==> config.mk <==
export PLATFORM = sky130hd
export DESIGN_NAME = imem_loader
export DESIGN_NICKNAME = d
export VERILOG_FILES = /design/src/rtl/imem_loader_pkg.sv /design/src/rtl/imem_loader_byte_packer.sv /design/src/rtl/imem_loader.sv
export SDC_FILE = /design/constraint.sdc
export NUM_CORES = 1
export LEC_CHECK = 0
export BUFFER_PORTS_ARGS = -buffer_cell sky130_fd_sc_hd__buf_2
export CAP_MARGIN = 0
export CORE_MARGIN = 10
export CORE_UTILIZATION = 55
export DETAILED_ROUTE_END_ITERATION = 10
export GPL_TIMING_DRIVEN = 0
export PLACE_DENSITY = 0.76
export SYNTH_ARGS = -nofsm -noshare
export SYNTH_HDL_FRONTEND = slang
export SYNTH_SLANG_ARGS = --single-unit
==> constraint.sdc <==
create_clock -name clk -period 4.7 [get_ports clk]
set_input_delay 0.705 -clock clk [delete_from_list [all_inputs] [get_ports clk]]
set_output_delay 0.705 -clock clk [all_outputs]
set_load 0.1 [all_outputs]
==> src/rtl/imem_loader_pkg.sv <==
// rtl/imem_loader_pkg.sv - shared state encoding and stream constants for the instruction-memory loader
package imem_loader_pkg;

  typedef logic [2:0] state_t;

  localparam state_t ST_HDR   = 3'd0;
  localparam state_t ST_DATA  = 3'd1;
  localparam state_t ST_FLUSH = 3'd2;
  localparam state_t ST_DONE  = 3'd3;
  localparam state_t ST_ERR   = 3'd4;

  localparam int HDR_BYTES  = 4;
  localparam int WORD_WIDTH = 32;

endpackage

==> src/rtl/imem_loader_byte_packer.sv <==
// rtl/imem_loader_byte_packer.sv - gathers four bytes into one little-endian word
module byte_packer
  import imem_loader_pkg::*;
(
  input  logic                  clk,
  input  logic                  rst,
  input  logic                  shift,
  input  logic [7:0]            din,
  output logic [WORD_WIDTH-1:0] word,
  output logic                  complete
);

  logic [1:0]  cnt;
  logic [23:0] hold;

  always_ff @(posedge clk) begin
    if (rst) begin
      cnt  <= 2'd0;
      hold <= 24'd0;
    end else if (shift) begin
      cnt  <= cnt + 2'd1;
      hold <= {din, hold[23:8]};
    end
  end

  // The word is presented in the same cycle as its fourth byte, so the first byte lands in [7:0].
  assign word     = {din, hold};
  assign complete = shift && (cnt == 2'(HDR_BYTES - 1));

endmodule

==> src/rtl/imem_loader.sv <==
// rtl/imem_loader.sv - streams a counted little-endian word image into instruction memory
module imem_loader
  import imem_loader_pkg::*;
#(
  parameter int MAX_WORDS = 16384
) (
  input  logic        clk,
  input  logic        rst,
  input  logic        rx_valid,
  input  logic [7:0]  rx_data,
  output logic        rx_ready,
  output logic        we,
  output logic [31:0] waddr,
  output logic [31:0] wdata,
  output logic        busy,
  output logic        done,
  output logic        error
);

  localparam int          IW    = $clog2(MAX_WORDS + 1);
  localparam logic [31:0] MAX_N = MAX_WORDS;

  state_t                state;
  logic [IW-1:0]         idx;
  logic [IW-1:0]         last_idx;
  logic                  accept;
  logic                  complete;
  logic [WORD_WIDTH-1:0] word;

  assign rx_ready = ((state == ST_HDR) || (state == ST_DATA)) && !rst;
  assign busy     = (state == ST_HDR) || (state == ST_DATA) || (state == ST_FLUSH);
  assign done     = (state == ST_DONE) && !rst;
  assign error    = (state == ST_ERR) && !rst;
  assign accept   = rx_valid && rx_ready;

  byte_packer u_packer (
    .clk      (clk),
    .rst      (rst),
    .shift    (accept),
    .din      (rx_data),
    .word     (word),
    .complete (complete)
  );

  always_ff @(posedge clk) begin
    if (rst) begin
      state    <= ST_HDR;
      idx      <= '0;
      last_idx <= '0;
      we       <= 1'b0;
      waddr    <= 32'd0;
      wdata    <= 32'd0;
    end else begin
      we <= 1'b0;
      case (state)
        ST_HDR: begin
          if (complete) begin
            if (word == 32'd0) begin
              state <= ST_DONE;
            end else if (word > MAX_N) begin
              state <= ST_ERR;
            end else begin
              last_idx <= IW'(word - 32'd1);
              idx      <= '0;
              state    <= ST_DATA;
            end
          end
        end
        ST_DATA: begin
          if (complete) begin
            we    <= 1'b1;
            waddr <= 32'(idx) << 2;
            wdata <= word;
            // The final write is still in flight during FLUSH, so done waits one more edge.
            if (idx == last_idx) begin
              state <= ST_FLUSH;
            end else begin
              idx <= idx + 1'b1;
            end
          end
        end
        ST_FLUSH: state <= ST_DONE;
        default: ;
      endcase
    end
  end

endmodule

==> results.toml <==
[floorplan]
die_w_um = 113
core_sq_mm = 0.00834
die-area_sq_mm = 0.0128
die_h_um = 113
start_util = 0.574
ios = 80
rows = 33

[cts]
clk_pin_slew_ns = 0.10
cts_num_sinks = 107
postCtsSetupBuffers = 0
cts_tree = "done"
cts_htree_levels = 3
cts_buffers = 9
clk_path_buf_depth = 2
cts_resized = 0
clk_latency_ns = 0.38
holdBufCountCts = 0
cts-root-buf = "clkbuf_8"

[sta]
tightest_slew_ns = 0.894
tns_ns = 0
hold_slack_ns = 0.457
finalWorstSetupSlack_ns = 1.52
max_freq_mhz = 315
drv_slew = 0
post-route-period-util = 0.676
skew_ns = 0.00966
setup_violations = 0
maxSlewHeadroom = 0.404
rsz0062_at_grt = "false"
post-route-min-period_ns = 3.18
hold_viol_final = 0

[worst_setup_path]
crit_fanout = 10
critPathLaunchType = "input port"
cp.required_ns = 3.99
worst_setup_path_end_kind = "output port"
path_class = "in2out"
crit_arrival_ns = 2.47

[routing]
vias = 4425
drcViolationCount = 0
drtPass1Iterations = 4
drt_iter0_drc = 249
wl_per_cell_um = 15.9
via_per_inst = 5.51
routed_wl_mm = 12.8
final_antenna_net_count = 0

[final_layout]
final_cells = 803
drive_above_1_share = 0.170
fin_nets = 709
fin_util = 0.657
fillCellCount = 784
n_antenna_cell = 0
areaGrowthSynthToFinish_pct = 14.4

[pwr]
vdd_drop_max_uv = 218
cellPowerDensity_mw_per_mm2 = 298
leakage_uw = 0.00218

[yosys]
syn-cell-area_sq_mm = 0.00479
ys_types = 49
synth_most_common_cell = "nand2_1"
synth-edff-count = 0
synth_area_leaders = "dfxtp_1, nand2_1, a21oi_1"
ys_warn_count = 0
yosysTopAreaCell = "dfxtp_1"
syn_inst = 605
syn_area_per_cell_sq_um = 7.92
ys_ff_latch = 107
synth_seq_area_share = 0.447
synth-main-ff-cell = "dfxtp_1"
synthArstFlopShare = 0
synthTopCellsByCount = "nand2_1, dfxtp_1, a21oi_1, nor2_1, clkbuf_1"
yosysTopAreaCellShare = 0.447

[place]
place_congestion = 0.874
dpl.hpwl_mm = 9.71
dpl_worst_slack_ns = 1.51
dp_cells = 788
portBuffers = 62

[run]
maxCapViolations = 0

[grt]
grt_pass1_vias = 4362
grt_pass1_wl_mm = 21.2
grt_use_total = 0.198
gr-total-overflow = 0
antenna_found_initial = 0
grt_max_degree = 19

[worst_hold_path]
hold_path_class = "reg2reg"

[status]
status = "finished clean"
==> cell families (layout without fill, tap and decap cells) <==
family | after synthesis | count (layout) | synth area share
AND/OR/NAND/NOR | 267 | 267 | 0.256
flip-flops | 107 | 107 | 0.447
other | 1 | 17 | 0.000783
multiplexers | 2 | 2 | 0.00418
adder cells (fa/ha/maj) | 4 | 4 | 0.0104
buffers and inverters | 68 | 145 | 0.0721
AO/OA/AOI/OAI | 128 | 128 | 0.158
XOR/XNOR | 28 | 28 | 0.0512
==> state kept, by name, indices dropped and copies added, names as in the netlist <==
register	count
wdata	32
u_packer.hold	24
idx	15
last_idx	15
waddr	15
state	3
u_packer.cnt	2
we	1
==> power breakdown <==
group          leakage (uW)  switching, uW  internal, uW
combinational       0.00123            149          44.5
sequential         0.000863           8.22           914
clock             0.0000876            320           196
==> layout by cell type (no fill, tap or decap), types with 3 or more instances in the layout <==
cell,n
or4_1,5
clkbuf_8,9
nand2_1,168
nand3_1,10
nor3_1,6
clkbuf_1,29
a311oi_1,3
o21ai_0,11
a32oi_1,8
xor2_1,5
and3_1,3
nand4_1,9
o311ai_0,3
buf_4,18
nor2_1,35
buf_2,72
dfxtp_1,107
a211oi_1,11
nor2b_1,8
inv_1,7
a21oi_1,80
xnor2_1,23
nor4_1,5
ha_1,4
conb_1,17
nor4_2,3
==> stage by stage <==
stage	area, sq um	total power, uW
after detailed placement	5310	1130
final	5480	1630
after global routing	5480	1690
after floorplan	4860	1100
after CTS	5480	1640
after global placement	5310	1130
==> cell type report <==
class                      instances  area (sq um)  share of cell area
buffer                            61           319              0.0582
clock buffer                       9           124              0.0226
clock inverter                     6          50.0             0.00913
inverter                           7          26.3             0.00480
multi-input combinational        446          2380               0.434
sequential                       107          2140               0.391
tap                              105           131              0.0240
timing repair buffer              62           310              0.0566
==> per-layer routing <==
metal / wire length, um / GRT usage / vias up
met2: 6370 / 0.344 / 137
met3: 849 / 0.0597 / 26
li1: - / - / 2194
met5: 0 / 0 / -
met4: 315 / 0.0702 / 0
met1: 5220 / 0.225 / 2068
==> path summary, 6_finish.rpt <==
check	startpoint	end	slack [ns]	cells after the start
hold / removal	waddr[2]	waddr[2]	0.46	2
hold reg to reg	waddr[2]	waddr[2]	0.46	2
setup / recovery	rst	error	1.52	6
setup reg to reg	state[0]	idx[2]	2.25	7
==> worst max-delay path, stage by stage <==
cell and delay [ns]:
buf_2 0.11, clkbuf_1 0.38, clkbuf_1 0.39, clkbuf_1 0.48, nor4b_2 0.09, buf_2 0.31
Power figures use the tool's default switching activity.
